### config.mk
export PLATFORM = sky130hd
export DESIGN_NAME = control_sequencer
export DESIGN_NICKNAME = d
export VERILOG_FILES = /design/src/rtl/control_sequencer.sv
export SDC_FILE = /design/constraint.sdc
export NUM_CORES = 1
export LEC_CHECK = 0
export CAP_MARGIN = 40
export CORE_ASPECT_RATIO = 0.8
export CORE_UTILIZATION = 45
export DETAILED_ROUTE_END_ITERATION = 6
export PLACE_DENSITY_LB_ADDON = 0.08
export SYNTH_ARGS = -nofsm -noshare
export SYNTH_HDL_FRONTEND = slang
export SYNTH_SLANG_ARGS = --single-unit
### constraint.sdc
create_clock -name clock -period 3 [get_ports clock]
set_input_delay 0.9 -clock clock [delete_from_list [all_inputs] [get_ports clock]]
set_output_delay 0.9 -clock clock [all_outputs]
set_load 0.01 [all_outputs]
### src/rtl/control_sequencer.sv
// Multicycle sequencing FSM for the JZJCoreF datapath: picks per-instruction cycle count,
// handles memory latency and memoryReady stalls, latches halt causes and counts retirements.

package control_sequencer_pkg;
    typedef enum logic [1:0] {
        NOP           = 2'd0,
        LOAD          = 2'd1,
        STORE_PRELOAD = 2'd2,
        STORE         = 2'd3
    } MemoryMode_t;

    typedef enum logic {
        CURRENT_PC = 1'b0,
        NEXT_PC    = 1'b1
    } InstructionAddressSource_t;
endpackage

module control_sequencer
    import control_sequencer_pkg::*;
#(
    parameter int unsigned LOAD_LATENCY          = 1,
    parameter int unsigned STORE_PRELOAD_LATENCY = 1,
    parameter bit          SW_SINGLE_CYCLE       = 1'b1,
    parameter int unsigned WAIT_WIDTH            = 4,
    parameter int unsigned RETIRE_WIDTH          = 32
) (
    input  logic                      clock,
    input  logic                      reset,
    input  logic [6:0]                opcode,
    input  logic [2:0]                funct3,
    input  logic                      memoryReady,
    input  logic                      programCounterMisaligned,
    input  logic                      memoryUnalignedAccess,
    output logic                      rdWriteEnable,
    output MemoryMode_t               memoryMode,
    output logic                      programCounterWriteEnable,
    output InstructionAddressSource_t instructionAddressSource,
    output logic                      halted,
    output logic [3:0]                haltCause,
    output logic [RETIRE_WIDTH-1:0]   retiredCount
);

    localparam logic [6:0] OPC_LOAD     = 7'b0000011;
    localparam logic [6:0] OPC_MISC_MEM = 7'b0001111;
    localparam logic [6:0] OPC_OP_IMM   = 7'b0010011;
    localparam logic [6:0] OPC_AUIPC    = 7'b0010111;
    localparam logic [6:0] OPC_STORE    = 7'b0100011;
    localparam logic [6:0] OPC_OP       = 7'b0110011;
    localparam logic [6:0] OPC_LUI      = 7'b0110111;
    localparam logic [6:0] OPC_BRANCH   = 7'b1100011;
    localparam logic [6:0] OPC_JALR     = 7'b1100111;
    localparam logic [6:0] OPC_JAL      = 7'b1101111;
    localparam logic [6:0] OPC_SYSTEM   = 7'b1110011;

    localparam logic [WAIT_WIDTH-1:0] LOAD_WAIT  = WAIT_WIDTH'(LOAD_LATENCY - 1);
    localparam logic [WAIT_WIDTH-1:0] STORE_WAIT = WAIT_WIDTH'(STORE_PRELOAD_LATENCY - 1);

    typedef enum logic [3:0] {
        S_INITIAL_FETCH = 4'b0001,
        S_FETCH_EXECUTE = 4'b0010,
        S_EXECUTE       = 4'b0100,
        S_HALT          = 4'b1000
    } state_t;

    state_t                  state, next_state;
    logic [WAIT_WIDTH-1:0]   wait_count, next_wait;
    logic                    capture_halt;

    logic is_load, is_store, is_system, is_multicycle;
    logic opcode_valid, writes_rd, halt_request;
    logic [3:0] cause_bits;
    logic [WAIT_WIDTH-1:0] entry_wait;

    always_comb begin
        opcode_valid = 1'b0;
        writes_rd    = 1'b0;
        case (opcode)
            OPC_LUI, OPC_AUIPC, OPC_JAL, OPC_JALR, OPC_OP, OPC_OP_IMM: begin
                opcode_valid = 1'b1;
                writes_rd    = 1'b1;
            end
            OPC_LOAD, OPC_STORE, OPC_BRANCH, OPC_MISC_MEM, OPC_SYSTEM: opcode_valid = 1'b1;
            default: ;
        endcase
    end

    assign is_load       = (opcode == OPC_LOAD);
    assign is_store      = (opcode == OPC_STORE);
    assign is_system     = (opcode == OPC_SYSTEM);
    // sw is the only store that can skip the preload pass, and only when configured to.
    assign is_multicycle = is_load | (is_store & ((funct3 != 3'b010) | !SW_SINGLE_CYCLE));
    assign entry_wait    = is_load ? LOAD_WAIT : STORE_WAIT;
    assign cause_bits    = {programCounterMisaligned, memoryUnalignedAccess, !opcode_valid, is_system};
    assign halt_request  = |cause_bits;

    always_comb begin
        rdWriteEnable             = 1'b0;
        memoryMode                = NOP;
        programCounterWriteEnable = 1'b0;
        instructionAddressSource  = CURRENT_PC;
        next_state                = state;
        next_wait                 = wait_count;
        capture_halt              = 1'b0;

        unique case (state)
            S_INITIAL_FETCH: begin
                next_state = is_multicycle ? S_EXECUTE : S_FETCH_EXECUTE;
                next_wait  = entry_wait;
            end
            S_EXECUTE: begin
                if (halt_request) begin
                    next_state   = S_HALT;
                    capture_halt = 1'b1;
                end else begin
                    memoryMode = is_load ? LOAD : STORE_PRELOAD;
                    if (memoryReady) begin
                        if (wait_count == '0) next_state = S_FETCH_EXECUTE;
                        else                  next_wait  = wait_count - WAIT_WIDTH'(1);
                    end
                end
            end
            S_FETCH_EXECUTE: begin
                if (halt_request) begin
                    next_state   = S_HALT;
                    capture_halt = 1'b1;
                end else if ((is_load | is_store) & !memoryReady) begin
                    // Stall: keep the access request up but commit nothing.
                    memoryMode = is_load ? LOAD : STORE;
                end else begin
                    programCounterWriteEnable = 1'b1;
                    instructionAddressSource  = NEXT_PC;
                    if (is_load) begin
                        memoryMode    = LOAD;
                        rdWriteEnable = 1'b1;
                    end else if (is_store) begin
                        memoryMode    = STORE;
                    end else begin
                        rdWriteEnable = writes_rd;
                    end
                    next_state = is_multicycle ? S_EXECUTE : S_FETCH_EXECUTE;
                    next_wait  = entry_wait;
                end
            end
            S_HALT: ;
            default: next_state = S_INITIAL_FETCH;
        endcase
    end

    always_ff @(negedge clock or posedge reset) begin
        if (reset) begin
            state        <= S_INITIAL_FETCH;
            wait_count   <= '0;
            haltCause    <= 4'b0000;
            retiredCount <= '0;
        end else begin
            state      <= next_state;
            wait_count <= next_wait;
            if (capture_halt)
                haltCause <= haltCause | cause_bits;
            if ((state == S_FETCH_EXECUTE) && programCounterWriteEnable)
                retiredCount <= retiredCount + RETIRE_WIDTH'(1);
        end
    end

    assign halted = (state == S_HALT);

endmodule

== Yosys cells after proc, flatten, opt, wreduce, memory -nomap -nowiden ==
Cells that the tools add are included.

* Bits in registers: 44
* Input port bits: 15
* Logic and storage cells: 80

* Add/subtract/negate cells: 2
* Eq/ne operators: 24
* Mux-type cells: 33
* Bitwise gates (word level): 6
* Reductions and logical operators: 11

{| class="wikitable"
|+ Operators by type and width
! kind !! count
|-
| $mux 4 || 10
|-
| $add 32x1->32 const B || 1
|-
| $eq 7x7->1 const B || 4
|-
| $eq 7x6->1 const B || 3
|-
| $pmux 4 s4 || 1
|-
| $eq 7x5->1 const B || 2
|-
| $mux 2 || 7
|-
| $mux 1 || 12
|-
| $pmux 4 s3 || 1
|-
| $reduce_or 11->1 || 1
|-
| $ne 2x2->1 const B || 5
|-
| $ne 3x3->1 const B || 3
|-
| $eq 7x2->1 const B || 1
|-
| $eq 7x4->1 const B || 1
|-
| $reduce_and 6->1 || 1
|-
| $reduce_or 6->1 || 1
|-
| $eq 4x1->1 const B || 1
|-
| $eq 4x2->1 const B || 1
|-
| $eq 4x3->1 const B || 1
|-
| $eq 4x4->1 const B || 1
|-
| $logic_not 4->1 || 1
|-
| $or 4x4->4 || 1
|-
| $pmux 2 s2 || 1
|-
| $reduce_and 4->1 || 1
|-
| 11 further kinds || 14
|}

== Depth between registers and ports, before layout ==
Gate-level depths: netlist (run 1).

* Depth after elaboration: 8
* Gate-level depth with buffers: 8
* Mapped depth without buffers: 8

==> flow_summary.ini, run 1 <==
[global_routing]
grt_pass1_vias = 2685
grt_pass1_wl_mm = 13.1
antenna_found_initial = 0
grt_overflow = 0
grt_max_degree = 14
grt_util_all_layers_pct = 30.2

[final_layout]
fin_util_pct = 90.2
diodes = 0
area_delta_synth_final_pct = 88.8
drive_gt1_share_pct = 59.5
stdcell_count = 501
final_area_um2 = 4590
fillers = 194
fin_nets = 457

[routing]
dr.first_iter.drc_count = 289
drc_errors = 4
ant_nets = 0
routedWlPerCell_um = 22.1
wl_mm = 11.1
vias_per_cell = 6.04
drt-pass1-iter-count = 7
route.vias.total = 3024

[power_and_ir_drop]
max-vdd-ir-drop_uv = 412
power_switching_share_pct = 33.7
power_frac_comb_pct = 36.0
p_seq_share_pct = 40.8
p_int_mw = 1.11
clock_power_share_pct = 23.3
power_density_nw_per_um2 = 363
p_switching_mw = 0.562
p_leak_nw = 2.43
p_total_mw = 1.67

[synthesis]
synth_area_per_cell_um2 = 9.85
synth_xor_area_share_pct = 11.2
synth.cell_area_um2 = 2430
synth_ff_type = dfrtn_1
synth_top_family_by_area = simple AND/OR/NAND/NOR gates
netlist_instances = 247
ys_seq_area_share_pct = 45.3
synth_warnings = 0
ys_ff_latch = 44
async_reset_ff_share_pct = 100
synth_nets = 265
yosysUniqueCellTypes = 58
synthAdderAreaFrac_pct = 1.54
synthMuxAreaShare_pct = 0.874
synth_compound_area_share_pct = 9.62
synth_edf_count = 0
yosys.area_share.simple_pct = 28.3

[cts]
cts_buffers = 5
clock-root-buffer = clkbuf_8
tritoncts = yes
cts_max_level = 2
cts.sinks = 44
cts_buffer_depth = 2
clock_latency_ps = 370
cts.clk_slew.worst_paths_ps = 60
ctsHoldBuffers = 0

[sta]
worst_slew_pin_slew_ps = 696
final-max-slew-violation-count = 0
rsz0062_at_grt = yes
skew_ps = 53.1
final_hold_viol_count = 0
finalSetupViolations = 83
fin_setup_tns_ps = -49900
layout_setup_ws_ps = -1250
whs_ps = 426
max_slew_margin_pct = 53.5

[critical_path]
path_class = flop to output pin
reg2reg_slack_ps = 370
slowest_stage = dfrtn_1
cp_max_fo = 3
crit_family = simple AND/OR/NAND/NOR gates
cp.arrival_ps = 3350
crit_required_ps = 2100
cp.buffers_inverters = 1
endpoint_kind = output pin
cp_cell_sequence = nand2b_4, or3_4, o21ai_4, o21ai_2, nor2_1, buf_2
max_stage_delay_ps = 560
critPathLaunchType = flop

[floorplan]
fp.dieW_um = 84.2
fp.dieH_um = 67.8
num_rows = 23
start_util_pct = 47.8
io-pin-count = 57
dieArea_um2 = 5710
coreArea_um2 = 5090

[placed_design]
port_buffers = 56
gp_congestion = 0.844
dp_cells = 431
dp_slack_ps = -1480
placed_cell_area_um2 = 3620
place_hpwl_mm = 4.76

[status]
status = finished, violations left
violations = DRC, setup timing

[job]
drv_cap = 0

[hold_path]
holdCritPathClass = flop to flop
==> power groups by stage <==
stage	clock network [mW]	registers (mW)	logic (mW)
3_5_place_dp	0.00417	0.677	0.402
4_1_cts	0.367	0.675	0.461
5_1_grt	0.420	0.684	0.624
3_3_place_gp	0.00417	0.676	0.398
2_1_floorplan	0.00417	0.698	0.178
6_report	0.388	0.681	0.600
==> cells in the final DEF (no fill, tap or decap), drive strengths merged, types with 2 or more instances in the layout <==
cell type      count
o21ai              8
nand2             19
or3                3
a21oi              4
and4               3
o31ai              2
nor3b              3
nor2              24
xor2              20
or4                2
clkbuf             7
dfrtn             43
nand4              5
clkdlybuf4s50      4
nor4b              3
ha                 3
a31oi              4
nand2b             3
buf              183
or2                2
a21o               5
nor4               5
nand3             13
nor3              18
xnor2             11
and3               2
and2               2
nor2b              3
inv               13
==> final timing paths <==
| kind | start | end | cells after the start |
|---|---|---|---|
| worst min register to register | haltCause[2]$_DFFE_NP0P_ | haltCause[2]$_DFFE_NP0P_ | 1 |
| min in group asynchronous | reset | retiredCount[18]$_DFFE_NP0P_ | 2 |
| max in group asynchronous | reset | retiredCount[4]$_DFFE_NP0P_ | 3 |
| worst max register to register | retiredCount[3]$_DFFE_NP0P_ | retiredCount[15]$_DFFE_NP0P_ | 10 |
| worst min-delay path | haltCause[2]$_DFFE_NP0P_ | haltCause[2]$_DFFE_NP0P_ | 1 |
| worst max-delay path | state[2]$_DFFE_NP0P_ | memoryMode[1] | 6 |
==> timing repair <==
action,CTS,global route
pin swaps,43,25
hold endpoints to repair,0,0
resized for setup,304,44
setup buffers,35,36
setup endpoints to repair,83,83
==> per-layer routing <==
metal / global-route usage, % / wire length [um] / vias to the layer above
met5: 0 / 0 / -
met4: 15.1 / 573 / 0
met3: 4.89 / 1040 / 64
met2: 53.0 / 5390 / 243
met1: 37.0 / 4090 / 1460
li1: - / - / 1257
==> registers in the layout, summed over array words and instances, names as in the netlist <==
| register | count |
|---|---|
| haltCause | 4 |
| retiredCount | 32 |
| state | 4 |
| wait_count | 4 |
==> Yosys cell counts, types with 2 or more instances <==
cell,n,area (um2)
nor3b_1,2,15.0
and4_1,3,26.3
a21oi_1,4,20.0
o21ai_1,3,15.0
nor3_1,16,80.1
nor3_2,2,20.0
a31oi_1,4,25.0
nand3_1,10,50.1
and2_1,2,12.5
nor4b_1,3,26.3
ha_1,3,37.5
a21o_1,5,37.5
nor2_1,23,86.3
or3_1,3,18.8
o21ai_0,5,25.0
and3_1,2,12.5
dfrtn_1,43,1080
nand2b_1,3,18.8
nand2_1,18,67.6
nor4_2,4,50.1
o31ai_1,2,15.0
buf_2,2,10.0
buf_4,2,15.0
nor2b_1,2,12.5
or4_1,2,15.0
xnor2_1,11,96.3
nand3_2,2,20.0
nand4_1,4,25.0
inv_1,14,52.6
xor2_1,20,175
==> cell type report <==
class                           count  area, um2  share of cell area, %
Inverter                           13       52.6                   1.14
Clock inverter                      2       8.76                  0.191
Timing Repair Buffer              189       1540                   33.5
Multi-Input combinational cell    185       1740                   37.9
Clock buffer                        6       72.6                   1.58
Sequential cell                    44       1100                   24.0
Tap cell                           62       77.6                   1.69
==> cell families (layout without fill, tap and decap cells) <==
group / count (synthesis) / in the layout
buffers and inverters: 18 / 210
multiplexers: 2 / 2
flip-flops: 44 / 44
adder cells (fa/ha/maj): 3 / 3
AO/OA/AOI/OAI: 34 / 34
XOR/XNOR: 31 / 31
AND/OR/NAND/NOR: 115 / 115
Power figures use the tool's default switching activity.
==> run 2, diff against run 1 <==
CTS_CLUSTER_SIZE = 25   (was unset)
==> results of run 2 <==
Final layout, timing and power as in run 1 (identical DEF).
